[src/rtl/vec_pkg.sv]
// Shared encodings, sizes and lane arithmetic for the vector execution stage.
// Pure declarations; no latency or flow control of its own.
package vec_pkg;

  localparam int LANES     = 4;
  localparam int LANE_W    = 8;
  localparam int MUL_ITERS = 8;

  localparam logic [1:0] OP_VADD    = 2'b00;
  localparam logic [1:0] OP_VSUB    = 2'b01;
  localparam logic [1:0] OP_VMUL    = 2'b10;
  localparam logic [1:0] OP_VSATADD = 2'b11;

  typedef enum logic [1:0] {
    IDLE = 2'd0,
    EXEC = 2'd1,
    MUL  = 2'd2,
    WB   = 2'd3
  } state_t;

  // Single-cycle lane ops; VMUL is handled by the serial lane multipliers.
  function automatic logic [LANE_W-1:0] lane_op(input logic [1:0] op,
                                                input logic [LANE_W-1:0] a,
                                                input logic [LANE_W-1:0] b);
    logic [LANE_W:0]   sum;
    logic [LANE_W-1:0] r;
    sum = {1'b0, a} + {1'b0, b};
    case (op)
      OP_VSUB:    r = a - b;
      OP_VSATADD: r = sum[LANE_W] ? '1 : sum[LANE_W-1:0];
      default:    r = sum[LANE_W-1:0];
    endcase
    return r;
  endfunction

endpackage

[src/rtl/lane_mul8.sv]
// Serial shift-add multiplier for one 8-bit lane, product truncated to 8 bits.
// One partial product per step; caller sequences idx 0..7, no stall input.
module lane_mul8
  import vec_pkg::*;
(
  input  logic              clock,
  input  logic              reset,
  input  logic              clr,
  input  logic              step,
  input  logic [2:0]        idx,
  input  logic [LANE_W-1:0] a,
  input  logic [LANE_W-1:0] b,
  output logic [LANE_W-1:0] prod
);

  logic [LANE_W-1:0] acc;

  // prod is the accumulator after the current step, so the final step's
  // result can be registered by the caller on the same edge.
  assign prod = b[idx] ? acc + (a << idx) : acc;

  always_ff @(posedge clock) begin
    if (reset) begin
      acc <= '0;
    end else if (clr) begin
      acc <= '0;
    end else if (step) begin
      acc <= prod;
    end
  end

endmodule

[src/rtl/vec_alu_seq.sv]
// Lane-wise vector ALU feeding the register file write port.
// Add/sub/satadd: write 2 cycles after accept; mul: 9 cycles. start ignored while busy.
module vec_alu_seq
  import vec_pkg::*;
(
  input  logic                     clock,
  input  logic                     reset,
  input  logic                     start,
  input  logic [1:0]               op,
  input  logic [LANES*LANE_W-1:0]  vdata1,
  input  logic [LANES*LANE_W-1:0]  vdata2,
  input  logic [1:0]               vdst,
  output logic                     busy,
  output logic                     done,
  output logic [LANES*LANE_W-1:0]  vdataw,
  output logic [1:0]               vregw,
  output logic                     VRFWrite
);

  state_t                    state, state_nxt;
  logic [LANES*LANE_W-1:0]   opa, opb, exec_res, mul_res;
  logic [1:0]                opc;
  logic [2:0]                cnt;
  logic                      accept, mul_step, mul_last;

  assign accept   = (state == IDLE) && start;
  assign mul_step = (state == MUL);
  assign mul_last = mul_step && (cnt == 3'(MUL_ITERS - 1));

  assign busy     = (state != IDLE);
  assign done     = (state == WB);
  assign VRFWrite = (state == WB);

  always_ff @(posedge clock) begin
    if (reset) state <= IDLE;
    else       state <= state_nxt;
  end

  always_comb begin
    state_nxt = state;
    case (state)
      IDLE: if (start) state_nxt = (op == OP_VMUL) ? MUL : EXEC;
      EXEC: state_nxt = WB;
      MUL:  if (mul_last) state_nxt = WB;
      WB:   state_nxt = IDLE;
      default: state_nxt = IDLE;
    endcase
  end

  always_comb begin
    exec_res = '0;
    for (int l = 0; l < LANES; l++) begin
      exec_res[l*LANE_W +: LANE_W] = lane_op(opc, opa[l*LANE_W +: LANE_W],
                                             opb[l*LANE_W +: LANE_W]);
    end
  end

  for (genvar g = 0; g < LANES; g++) begin : g_lane
    lane_mul8 u_mul (
      .clock (clock),
      .reset (reset),
      .clr   (accept),
      .step  (mul_step),
      .idx   (cnt),
      .a     (opa[g*LANE_W +: LANE_W]),
      .b     (opb[g*LANE_W +: LANE_W]),
      .prod  (mul_res[g*LANE_W +: LANE_W])
    );
  end

  // Operands are frozen at accept so later register-file writes cannot leak in.
  always_ff @(posedge clock) begin
    if (reset) begin
      opa    <= '0;
      opb    <= '0;
      opc    <= '0;
      cnt    <= '0;
      vregw  <= '0;
      vdataw <= '0;
    end else begin
      if (accept) begin
        opa   <= vdata1;
        opb   <= vdata2;
        opc   <= op;
        vregw <= vdst;
        cnt   <= '0;
      end
      if (state == EXEC) vdataw <= exec_res;
      if (mul_step) begin
        cnt <= cnt + 3'd1;
        if (mul_last) vdataw <= mul_res;
      end
    end
  end

endmodule

[config.mk]
export PLATFORM = sky130hd
export DESIGN_NAME = vec_alu_seq
export DESIGN_NICKNAME = d
export VERILOG_FILES = /design/src/rtl/vec_pkg.sv /design/src/rtl/lane_mul8.sv /design/src/rtl/vec_alu_seq.sv
export SDC_FILE = /design/constraint.sdc
export NUM_CORES = 1
export LEC_CHECK = 0
export ABC_AREA = 1
export ABC_CLOCK_PERIOD_IN_PS = 2600
export BUFFER_PORTS_ARGS = -buffer_cell sky130_fd_sc_hd__buf_2
export CORE_MARGIN = 2
export CORE_UTILIZATION = 42
export CTS_BUF_LIST = sky130_fd_sc_hd__clkbuf_2
export CTS_CLUSTER_SIZE = 30
export DETAILED_ROUTE_END_ITERATION = 7
export HOLD_SLACK_MARGIN = 0.08
export PLACE_DENSITY = 0.61
export SLEW_MARGIN = 25
export SYNTH_ARGS = -nofsm -noshare
export SYNTH_HDL_FRONTEND = slang
export SYNTH_SLANG_ARGS = --single-unit
[constraint.sdc]
create_clock -name clock -period 2.6 [get_ports clock]
set_input_delay 0.13 -clock clock [delete_from_list [all_inputs] [get_ports clock]]
set_output_delay 0.13 -clock clock [all_outputs]
set_load 0.02 [all_outputs]
==> impl_results.rst <==
.. list-table::
   :header-rows: 1

   * - Metric
     - Value
   * - Setup TNS
     - 0 ns
   * - Final antenna-violating net count
     - 0
   * - Height of the chip
     - 167.2 µm
   * - Final worst-path setup slack
     - 0.1643 ns
   * - Most common cell after layout, fill and taps aside
     - sky130_fd_sc_hd__nand2_1
   * - Largest vdd supply drop
     - between 0.0004 and 0.0005 V
   * - Static Leakage
     - 0.006861 µW
   * - Number of global-route vias before repair
     - 11360
   * - Total Routing Usage GR
     - 0.2539
   * - Length of the first detailed-routing pass in iterations
     - 7
   * - Post-synth top flop
     - sky130_fd_sc_hd__dfxtp_1
   * - First-pass GRT wire length
     - 57.26 mm
   * - Insertion delay of the later-clocked pin in the worst-skew pair
     - a little under 0.8 ns
   * - Flop pwr share
     - 0.262
   * - Part of the power in combinational logic
     - 0.606
   * - Overall die area
     - roughly 0.028 mm²
   * - Initial antenna violation count
     - 1
   * - Type of element launching the critical path
     - register
   * - Final hold violation count
     - 0
   * - Core ar.
     - 0.02613 mm²
   * - Power per unit of standard cell area
     - just over 900 mW/mm²
   * - Setup Skew
     - approximately 0.055 ns
   * - Cell count after placement
     - 2154
   * - Clock Sinks
     - approximately 140
   * - Via/cell ratio
     - 5.215
   * - Cell chain of the critical path
     - buf_12 > mux2i_2 > nand2_1 > o211ai_1 > o21ai_1 > ha_1 > nand2_1 > or2_2 > nand3_1 > nand2_1 > nand3_1 > nand3_1 > nand2_1 > a21oi_2
   * - Headroom to the max-slew limit
     - 0.6252
   * - Failing checks
     - DRC
   * - Share of total power consumed by net switching
     - 0.5085
   * - #FFs+latches synth
     - 137
   * - Crit path time final
     - 2.436 ns
   * - Synth cell types
     - 42
   * - Number of cells in the finished layout apart from fillers
     - 2294
   * - Final HPWL from detailed placement
     - 26.19 mm
   * - Initial drt markers
     - 867
   * - Commonest cells after routing, fill and taps aside
     - 435 x sky130_fd_sc_hd__nand2_1, 211 x sky130_fd_sc_hd__inv_1, 168 x sky130_fd_sc_hd__nand3_1
   * - Worst min-delay path category
     - in -> reg
   * - Count of standard-cell rows
     - 59
   * - Required time reported for the critical path endpoint
     - 3.26 ns
   * - H-tree level count
     - 4
   * - Max Buffers Root-to-Sink
     - 2
   * - # port buffers
     - 107
   * - Clock share of power
     - 0.132
   * - Netlist Area Pre-Place
     - 0.01119 mm²
   * - Type of destination of the critical path
     - register
   * - Growth of design area from synthesis to finish
     - 19.92%
   * - EDFF count, synth
     - 0
   * - Mean post-synth cell area
     - 6.334 µm²
   * - Effective utilization at floorplan
     - 0.4280
   * - # IOs
     - 108
   * - Slowest-stage cell, CP
     - sky130_fd_sc_hd__dfxtp_4
   * - Most common cell type on the critical path
     - sky130_fd_sc_hd__nand2_1
   * - Net count of the mapped netlist
     - approximately 1900
   * - Fraction of the cycle the final worst path needs
     - 0.9368
   * - Unrepaired setup endpoints after global routing
     - yes
   * - WL/cell
     - approximately 16 µm
   * - Pre-CTS setup slack
     - a little over 0.08 ns
   * - Worst-Margin Slew
     - 0.5616 ns
   * - Worst path arrival time
     - 3.10 ns
   * - TritonCTS buffer count
     - 17
   * - Class of the most critical setup path
     - reg -> reg
   * - Achievable frequency
     - 410.6 MHz
   * - Outcome
     - finished with violations
   * - Total Wirelength
     - around 36 mm
   * - Largest net degree at the start of global routing
     - 60
   * - Remaining routing DRC violations
     - 3
   * - CTS tree
     - built
   * - Placer Congestion
     - about 0.92
   * - Total number of vias
     - around 12000
   * - Max-cap violations
     - 0
   * - Clock edge transition at the registers on the reported setup and hold paths
     - 0.24 ns
   * - Die extent in x
     - 167.2 µm
   * - Async set or reset register ratio after synthesis
     - 0
   * - Clock Tree Root
     - sky130_fd_sc_hd__clkbuf_2
   * - Power dissipated by switching net loads
     - roughly 6300 µW
   * - Post-layout nets
     - roughly 2100
   * - Max FO, Critical Path
     - 10
   * - Number of fill cells in the layout
     - 2706
   * - Cells after synthesis
     - between 1500 and 2000
   * - Pint
     - about 6100 µW
   * - Final setup violation count
     - 0
   * - Sequential-to-total area share from yosys stat
     - 0.2452
   * - Sum of overflow across all layers after global routing
     - 0
   * - Crit path largest cell delay
     - roughly 0.47 ns
   * - Share of cells above drive strength 1
     - 0.1251
   * - Max-slew violations
     - 0
   * - Total number of yosys warnings
     - 0
## through the flow
stage          power (µW)  instance area (µm²)    util  hold slack [ns]
5_1_grt             13510                13410  0.5133          0.09808
6_report            12370                13410  0.5133           0.1483
3_3_place_gp        10200                11950  0.4573           0.3815
2_1_floorplan        8417                11190       -           0.2087
4_1_cts             12150                13240  0.5067           0.1207
3_5_place_dp        10280                11950  0.4573           0.3904
## flip-flops by register name, indices dropped and copies added, names as in the netlist
register / cells
opb: 32
cnt: 3
vregw: 2
state: 2
g_lane.u_mul.acc: 32
opc: 2
opa: 32
vdataw: 32
## area by class of cell
type                       instances  area [µm²]  area share
clock inverter                    15       214.0     0.01595
antenna                            1       2.502   0.0001865
inverter                         220       838.3     0.06249
timing repair buffer             248        1904      0.1420
multi-input combinational       1321        7204      0.5371
clock buffer                      17       85.08    0.006343
tap                              335       419.2     0.03125
sequential                       137        2746      0.2047
## worst paths after layout
| path | depth (start not counted) | endpoint | slack [ns] | startpoint |
|---|---|---|---|---|
| setup reg to reg | 14 | vdataw[6] | 0.16 | cnt[0] |
| setup / recovery | 14 | vdataw[6] | 0.16 | cnt[0] |
| hold / removal | 4 | opa[10] | 0.15 | vdata1[10] |
| hold reg to reg | 2 | vdataw[18] | 0.49 | vdataw[18] |
## Yosys cell counts, types with 12 or more instances
cell type / count / area (µm²)
sky130_fd_sc_hd__ha_1: 95 / 1189
sky130_fd_sc_hd__inv_1: 212 / 795.8
sky130_fd_sc_hd__nand3_1: 168 / 840.8
sky130_fd_sc_hd__xor2_1: 18 / 157.7
sky130_fd_sc_hd__o211ai_1: 12 / 90.09
sky130_fd_sc_hd__nand4_1: 26 / 162.7
sky130_fd_sc_hd__o21ai_1: 32 / 160.2
sky130_fd_sc_hd__o21ai_0: 132 / 660.6
sky130_fd_sc_hd__fa_1: 12 / 240.2
sky130_fd_sc_hd__o21ai_2: 16 / 140.1
sky130_fd_sc_hd__a21oi_1: 158 / 790.8
sky130_fd_sc_hd__buf_2: 19 / 95.09
sky130_fd_sc_hd__clkbuf_1: 49 / 183.9
sky130_fd_sc_hd__nand2_1: 437 / 1640
sky130_fd_sc_hd__nor2_1: 146 / 548.0
sky130_fd_sc_hd__dfxtp_1: 137 / 2743
## power groups by stage
stage	clock, µW	sequential, µW	combinational (µW)
3_3_place_gp	0	3260	6940
6_report	1640	3240	7490
2_1_floorplan	0	3270	5150
5_1_grt	1760	3300	8440
3_5_place_dp	0	3260	7020
4_1_cts	1660	3210	7270
## per-layer routing
layer  up-vias  routed length, µm  part of all wire  track usage
met4         0               1019             0.029      0.08129
met1      5501              14870              0.42       0.2894
met2       296              18550              0.52       0.4882
met5         -                  0                 0            0
met3        63               1226             0.034      0.03238
li1       6103                  -                 -            -
## timing repair
action	in CTS	in global routing
setup buffers	0	7
hold buffers	99	0
gates resized for setup	0	31
hold endpoints to repair	86	0
setup endpoints to repair	0	30
## cell families (layout without fill, tap and decap cells)
group                    count (synthesis)  in the layout  synth area share
multiplexers                             4              4          0.003580
XOR/XNOR                                22             22           0.01723
AND/OR/NAND/NOR                        818            818            0.3119
buffers and inverters                  308            500            0.1157
other                                    0              1                 0
flip-flops                             137            137            0.2452
adder cells (fa/ha/maj)                107            107            0.1277
AO/OA/AOI/OAI                          370            370            0.1787
## worst max-delay path, delay by kind of cell (launching register included)
family / cells / cell delay, ns
adder cells (fa/ha/maj): 1 / 0.39
buffers and inverters: 1 / 0.15
AO/OA/AOI/OAI: 3 / 0.24
flip-flops: 1 / 0.47
multiplexers: 1 / 0.24
AND/OR/NAND/NOR: 8 / 0.85
No activity file was read; power rests on OpenSTA's default activity.
